$ cat src/rtl/lms_weight_update.sv
// Serial LMS coefficient updater: holds 16 signed 32-bit weights and applies
// one step w_k += ((e*MU) >>> MU_SHIFT) * ref_k per clock, one tap per cycle.
module lms_weight_update #(
  parameter int unsigned MU       = 1,
  parameter int unsigned MU_SHIFT = 4
) (
  input  logic         clk,
  input  logic         rstn,
  input  logic         enable_i,
  input  logic         update_req_i,
  input  logic [31:0]  e_i,
  input  logic [223:0] ref_bus_i,
  input  logic         clr_weights_i,
  output logic [511:0] weight_bus_o,
  output logic         busy_o,
  output logic         update_done_o,
  output logic [1:0]   dbg_state_o
);

  // Handshake: update_req_i is a level sampled only in IDLE with enable_i high;
  // there is no ready, the request is simply dropped while busy_o is high.
  typedef enum logic [1:0] {
    IDLE   = 2'd0,
    LATCH  = 2'd1,
    UPDATE = 2'd2,
    DONE   = 2'd3
  } state_t;

  localparam logic [15:0]        MU_W  = 16'(MU);
  localparam logic signed [48:0] MAX32 = 49'sd2147483647;
  localparam logic signed [48:0] MIN32 = -49'sd2147483648;

  state_t             state_q;
  logic [3:0]         k_q;
  logic signed [31:0] e_q;
  logic signed [31:0] mu_e_q;
  logic signed [31:0] w_q [16];
  logic               busy_q;
  logic               done_q;

  logic signed [13:0] ref_arr [16];
  logic signed [48:0] mu_prod;
  logic signed [48:0] mu_shift;
  logic signed [31:0] mu_e_d;
  logic signed [45:0] delta;
  logic signed [48:0] sum;
  logic signed [31:0] w_d;

  always_comb begin
    for (int i = 0; i < 16; i++) begin
      ref_arr[i]               = ref_bus_i[14*i +: 14];
      weight_bus_o[32*i +: 32] = w_q[i];
    end
  end

  // Step size: full-precision product, arithmetic shift (floor), then saturate.
  always_comb begin
    mu_prod  = e_q * $signed({1'b0, MU_W});
    mu_shift = mu_prod >>> MU_SHIFT;
    if (mu_shift > MAX32)      mu_e_d = 32'sh7FFF_FFFF;
    else if (mu_shift < MIN32) mu_e_d = 32'sh8000_0000;
    else                       mu_e_d = mu_shift[31:0];
  end

  always_comb begin
    delta = mu_e_q * ref_arr[k_q];
    sum   = 49'(w_q[k_q]) + 49'(delta);
    if (sum > MAX32)      w_d = 32'sh7FFF_FFFF;
    else if (sum < MIN32) w_d = 32'sh8000_0000;
    else                  w_d = sum[31:0];
  end

  always_ff @(posedge clk or negedge rstn) begin
    if (!rstn) begin
      state_q <= IDLE;
      k_q     <= '0;
      e_q     <= '0;
      mu_e_q  <= '0;
      busy_q  <= 1'b0;
      done_q  <= 1'b0;
      for (int i = 0; i < 16; i++) w_q[i] <= '0;
    end else begin
      done_q <= 1'b0;
      case (state_q)
        IDLE: begin
          if (enable_i && update_req_i) begin
            e_q     <= e_i;
            state_q <= LATCH;
            busy_q  <= 1'b1;
          end else if (clr_weights_i) begin
            for (int i = 0; i < 16; i++) w_q[i] <= '0;
          end
        end
        LATCH: begin
          if (!enable_i) begin
            state_q <= IDLE;
            busy_q  <= 1'b0;
          end else begin
            mu_e_q  <= mu_e_d;
            k_q     <= '0;
            state_q <= UPDATE;
          end
        end
        UPDATE: begin
          // An abort drops this edge's write; earlier taps keep their new values.
          if (!enable_i) begin
            state_q <= IDLE;
            busy_q  <= 1'b0;
          end else begin
            w_q[k_q] <= w_d;
            k_q      <= k_q + 4'd1;
            if (k_q == 4'd15) begin
              state_q <= DONE;
              done_q  <= 1'b1;
            end
          end
        end
        DONE: begin
          state_q <= IDLE;
          busy_q  <= 1'b0;
        end
        default: begin
          state_q <= IDLE;
          busy_q  <= 1'b0;
        end
      endcase
    end
  end

  assign busy_o        = busy_q;
  assign update_done_o = done_q;
  assign dbg_state_o   = state_q;

endmodule

$ cat config.mk
export PLATFORM = sky130hd
export DESIGN_NAME = lms_weight_update
export DESIGN_NICKNAME = d
export VERILOG_FILES = /design/src/rtl/lms_weight_update.sv
export SDC_FILE = /design/constraint.sdc
export NUM_CORES = 2
export LEC_CHECK = 0
export ABC_AREA = 1
export BUFFER_PORTS_ARGS = -buffer_cell sky130_fd_sc_hd__buf_2
export CORE_ASPECT_RATIO = 1.25
export CORE_UTILIZATION = 35
export DETAILED_ROUTE_END_ITERATION = 8
export GPL_TIMING_DRIVEN = 1
export MAX_ROUTING_LAYER = met4
export PLACE_DENSITY_LB_ADDON = 0.3
export SETUP_SLACK_MARGIN = 0.4
export SYNTH_ARGS = -nofsm -noshare
export SYNTH_HDL_FRONTEND = slang
export SYNTH_SLANG_ARGS = --single-unit
$ cat constraint.sdc
create_clock -name clk -period 14.6 [get_ports clk]
set_clock_uncertainty 0.05 [all_clocks]
set_input_delay 2.92 -clock clk [delete_from_list [all_inputs] [get_ports clk]]
set_output_delay 2.92 -clock clk [all_outputs]
set_load 0.01 [all_outputs]
* Yosys cells after proc, flatten, opt, wreduce, memory -nomap -nowiden *
Cells that the tools add are included.

word-level totals
  register bits after elaboration = 584
  bits of input ports = 261
  logic and storage cells = 86

operators by class
  add/sub/neg operators = 2
  $mul = 1
  magnitude comparators = 6
  equality and inequality tests = 11
  mux-type cells = 31
  bitwise logic cells = 1
  reductions and logical operators = 12

operator list
  cell                                                  number
  two-way mux 512 bit                                   3
  one-hot mux 512 bit (2 select lines)                  1
  bitwise mux 512 bit                                   1
  two-way mux 32 bit                                    7
  binary-select mux 32 bit (select 4 bit)               1
  demux 32 bit (select 4 bit)                           1
  binary-select mux 14 bit (select 4 bit)               1
  adder 32 x 46 -> 47 bit                               1
  > comparator 47 x 32 -> 1 bit, second input constant  1
  < comparator 47 x 32 -> 1 bit, second input constant  1
  multiplier 32 x 14 -> 46 bit                          1
  > comparator 28 x 32 -> 1 bit, second input constant  1
  < comparator 28 x 32 -> 1 bit, second input constant  1
  two-way mux 14 bit                                    2
  != test 2 bit, second input constant                  6
  two-way mux 2 bit                                     4
  two-way mux 4 bit                                     2
  one-hot mux 2 bit (4 select lines)                    1
  one-hot mux 4 bit (2 select lines)                    1
  AND reduction 2 bit                                   4
  >= comparator 5 bit, second input constant            1
  < comparator 5 x 1 -> 1 bit, second input constant    1
  two-way mux 1 bit                                     5
  NOT 4 -> 5 bit                                        1
  other kinds (12)                                      15

* Depth between registers and ports, before layout *
  word-level depth = 12
  gate-level depth with buffers = 46
  depth with buffers taken out = 41

* Least setup slack after synthesis *
Ideal clock, no wire load.

  kind = input port to flip-flop
  start point = input ref_bus_i[183]
  end point = register w_q (netlist bit weight_bus_o[132])
  library setup time = 0.116 ns
  arrival = 9.203 ns
  data required time = 14.434 ns
  setup slack = 5.231 ns
  stages on the path = 35
  path through = o21ai_0 > o22ai_1 > nand2_1 > nand4_1 > clkinv_1 > clkbuf_1 > nor2_1 > fa_1 > fa_1 > inv_1 > fa_1 > fa_1 > inv_1 > fa_1 > inv_1 > fa_1 > inv_1 > ha_1 > inv_1 > nor3_1 > nand2_1 > nor2_1 > nand3_1 > nand3_1 > nand2_1 > nand2_1 > nand2_1 > nor2_1 > nand4_1 > nand2_4 > buf_12 > nand2_4 > buf_8 > nand2_2 > nand2_1

between the ends
  cells in the longest elaborated chain, start to end = 11
  elaborated cells between the ends (all ways) = 12

RTL lines
  item                                                      RTL line  RTL
  from (decl)                                               12        input logic [223:0] ref_bus_i,
  binary-select mux 14 bit (select 4 bit) *                 66        delta = mu_e_q * ref_arr[k_q];
  two-way mux 14 bit (not written as such) * (2 in series)  66
  multiplier 32 x 14 -> 46 bit *                            66
  adder 32 x 46 -> 47 bit *                                 67        sum = 49'(w_q[k_q]) + 49'(delta);
  < comparator 47 x 32 -> 1 bit                             69        else if (sum < MIN32) w_d = 32'sh8000_0000;
  two-way mux 32 bit                                        69
  two-way mux 32 bit *                                      68        if (sum > MAX32) w_d = 32'sh7FFF_FFFF;
  bitwise mux 512 bit *                                     110       w_q[k_q] <= w_d;
  two-way mux 512 bit *                                     106       if (!enable_i) begin
  one-hot mux 512 bit (2 select lines) *                    84        case (state_q)
  to (signal, indexed assignment)                           110
  to (decl)                                                 37        logic signed [31:0] w_q [16];

Every way passes the cells marked *; elsewhere a longest branch is shown, timed or not. The select of a mux whose other input is x is not followed.
A chain may end at the register's enable or synchronous reset.

* Worst setup path in the final report *
  start point = input ref_bus_i[106]
  end point = register w_q (netlist bit weight_bus_o[106])

The elaborated chain is that of the path after synthesis.

==> parameters.txt <==
Parameter                              Value

Global routing
  Largest net degree at the start of global routing    184
  Antenna violations before repair    10
  All-layer global routing usage    32.6%
  Global-route wire length before repair    309000 microns
  Total grt overflow    0
  Via count of the first global-routing pass    43900

Yosys
  Gate count of the mapped netlist    6185
  Post-synthesis xor/xnor area fraction    0.509%
  Largest family of logic cells by synthesized area    simple AND/OR/NAND/NOR gates
  Main flop type after synthesis    sky130_fd_sc_hd__dfrtp_1
  Synth warnings    0
  Post-synthesis cell type count    42
  Syn Std Cell Area    46500 sq um
  Mean Syn Cell Area    7.52 sq um
  Top-count cell post-synth    sky130_fd_sc_hd__nand2_1
  Post-synthesis cell type with the largest combined area    sky130_fd_sc_hd__dfrtp_1
  Arithmetic-cell share of the synthesized area counting full adders, half adders and majority gates    22.4%
  Number of nets in the synthesized netlist    7014
  Compound-gate portion of the synthesized area    8.93%
  Main area contributors after synthesis    sky130_fd_sc_hd__dfrtp_1, sky130_fd_sc_hd__nand2_1, sky130_fd_sc_hd__fa_1
  Top cell type's share of synthesized area    31.1%
  Area fraction in and, or, nand and nor cells after synthesis    26.8%
  Sequential share of the synthesized area    31.1%
  Share of synthesized area spent on multiplexers    0%
  Count of flip-flops with a built-in enable after synthesis    0
  Register bit count reported by yosys    577
  Asr flop ratio synth    100%
  Leading cell types by count after synthesis    sky130_fd_sc_hd__nand2_1, sky130_fd_sc_hd__inv_1, sky130_fd_sc_hd__dfrtp_1

STA
  Shortest clock period the worst path allows after layout    12.14 ns
  TNS Setup    0 ns
  Final-report hold violation count    0
  Least setup slack across all paths after layout    2.46 ns
  Setup repair after global routing missed its margin    no
  Max frequency    82.3 MHz
  Final setup fails    0
  Worst-margin pin slew    1.33 ns
  Worst slew margin relative to its limit    11.4%
  Crit share post-route    83.2%
  Hold slack    0.450 ns
  Final max-slew violation count    0

Floorplan
  Area enclosed by the die boundary    134000 sq um
  Row cnt    149
  Starting Density    35.3%
  Area inside the core boundary    132000 sq um
  Count of boundary I/O pins    777
  Overall die width    328 microns
  Die Y    410 microns

Run
  Number of violations of the max-capacitance limit    0

Clocking
  Cts bufs inserted    67
  Setup Fix Bufs, Post-CTS    0
  CTS H-Tree Depth    3
  Worst-Skew Late Latency    0.70 ns
  Hold-fix buffer count after cts    0
  Root Buffer    sky130_fd_sc_hd__clkbuf_16
  CTS resizes    0
  Clock tree from TritonCTS    yes
  Clock sink total    577
  Clk slew on worst S/H paths    0.06 ns
  Number of buffers on the longest clock path    3

Setup path
  CP top delay family    adder cells
  Slowest CP cell    sky130_fd_sc_hd__fa_1
  CP required    15.10 ns
  Cell occurring most often along the worst timing path    sky130_fd_sc_hd__nand2_1
  Worst Path Max Fanout    25
  Critical path type    primary input to flop
  Category of the worst setup path launch point    primary input
  Arrival @ worst endpoint    12.64 ns
  Endpoint kind of the worst setup timing path    flop
  Worst path buffer plus inverter count    8
  Stage delay of the slowest cell on the critical path    0.69 ns

Detailed routing
  Detailed-route DRC error count    0
  Post-detailed-routing wire length    213000 microns
  Wirelength per Cell    24.9 microns
  Detail Route met2 WL    94900 microns
  DRT antenna net count    0
  Total length of routed met3 wires    20600 microns
  Via count    44800
  Initial DRT Pass Iterations    6
  Post-Route M1 WL    86100 microns
  Post-DR vias/cell    5.24
  Initial DRC count    4111
  DR top layer    met4

Status
  Result of the run    finished, final reports clean

Layout
  Share of post-route cells with drive strength above 1    16.5%
  Fill cells    13700
  Number of nets in the final layout    7590
  Area growth from synthesis to layout    16.2%
  Design Area, Final    54000 sq um

Placement
  Gp weighted congestion    1.01
  Post-place instance area    51800 sq um
  Total of buffers placed on input and output ports    772
  Post-detailed-placement half-perimeter wirelength    162000 microns
  Post-Place Worst Slack    2.00 ns

Hold path
  Type of the most critical hold path    flop to flop
## cell type report
class / count / area, sq um / share of cell area [%]
multi-input cells: 4424 / 27400 / 50.8
flip-flops and latches: 577 / 14400 / 26.7
repair buffers: 852 / 4550 / 8.42
inverters: 839 / 3160 / 5.86
well taps: 1736 / 2170 / 4.02
clock buffers: 92 / 1880 / 3.49
clock inverters: 28 / 363 / 0.672
diodes: 7 / 17.5 / 0.0324
## cell usage in the layout, fill, tap and decap left out, types with 69 or more instances in the layout
| cell type | Yosys | layout |
|---|---|---|
| sky130_fd_sc_hd__clkbuf_16 | 0 | 69 |
| sky130_fd_sc_hd__a21oi_1 | 220 | 220 |
| sky130_fd_sc_hd__nor2_1 | 475 | 456 |
| sky130_fd_sc_hd__fa_1 | 442 | 442 |
| sky130_fd_sc_hd__buf_2 | 12 | 771 |
| sky130_fd_sc_hd__nand2_2 | 87 | 87 |
| sky130_fd_sc_hd__inv_1 | 825 | 815 |
| sky130_fd_sc_hd__buf_4 | 0 | 74 |
| sky130_fd_sc_hd__o22ai_1 | 88 | 88 |
| sky130_fd_sc_hd__dfrtp_1 | 577 | 575 |
| sky130_fd_sc_hd__nand2_1 | 2449 | 2449 |
| sky130_fd_sc_hd__ha_1 | 126 | 126 |
| sky130_fd_sc_hd__o21ai_0 | 224 | 224 |
## logic make-up after synthesis
kind of cell / Yosys count
and+or+nand+nor: 3141
buffers and inverters: 1184
AOI/OAI and AO/OA: 688
DFF: 577
adders and majority gates: 568
xor gates and xnor gates: 27
## worst min-delay path: stages, from the launching register on
cell,delay (ns)
sky130_fd_sc_hd__dfrtp_1,0.36
sky130_fd_sc_hd__nand2_1,0.06
sky130_fd_sc_hd__nand2_1,0.05
## routing by layer
| layer | global-route usage, % | up-vias |
|---|---|---|
| met3 | 8.28 | 389 |
| li1 | - | 20000 |
| met4 | 15.0 | 0 |
| met1 | 41.4 | 22200 |
| met2 | 48.4 | 2239 |
| met5 | - | - |
## state kept, by name, summed over array words and instances (netlist names)
signal,flops
weight_bus_o,512
mu_e_q,29
e_q,28
k_q,4
dbg_state_o,2
busy_o,1
update_done_o,1
## final timing paths
| check | cells past startpoint | end | start | slack, ns |
|---|---|---|---|---|
| worst min-delay path | 2 | weight_bus_o[297] | weight_bus_o[297] | 0.45 |
| max in group asynchronous | 3 | weight_bus_o[124] | rstn | 9.76 |
| min in group asynchronous | 1 | weight_bus_o[68] | rstn | 2.31 |
| worst max-delay path | 33 | weight_bus_o[106] | ref_bus_i[106] | 2.46 |
| worst max register to register | 33 | weight_bus_o[106] | k_q[1] | 3.13 |
| worst min register to register | 2 | weight_bus_o[297] | weight_bus_o[297] | 0.45 |
## per-stage QoR
step / instances / util (%)
after detailed placement: 8428 / 39.3
after global placement: 8428 / 39.3
after global routing: 8553 / 41.0
final: 8555 / 41.0
after floorplan: 6185 / -
after CTS: 8548 / 41.0
Power is left out: the tool's default activity adds up to more than one toggle a clock period on the data nets, which glitch-free logic cannot reach.
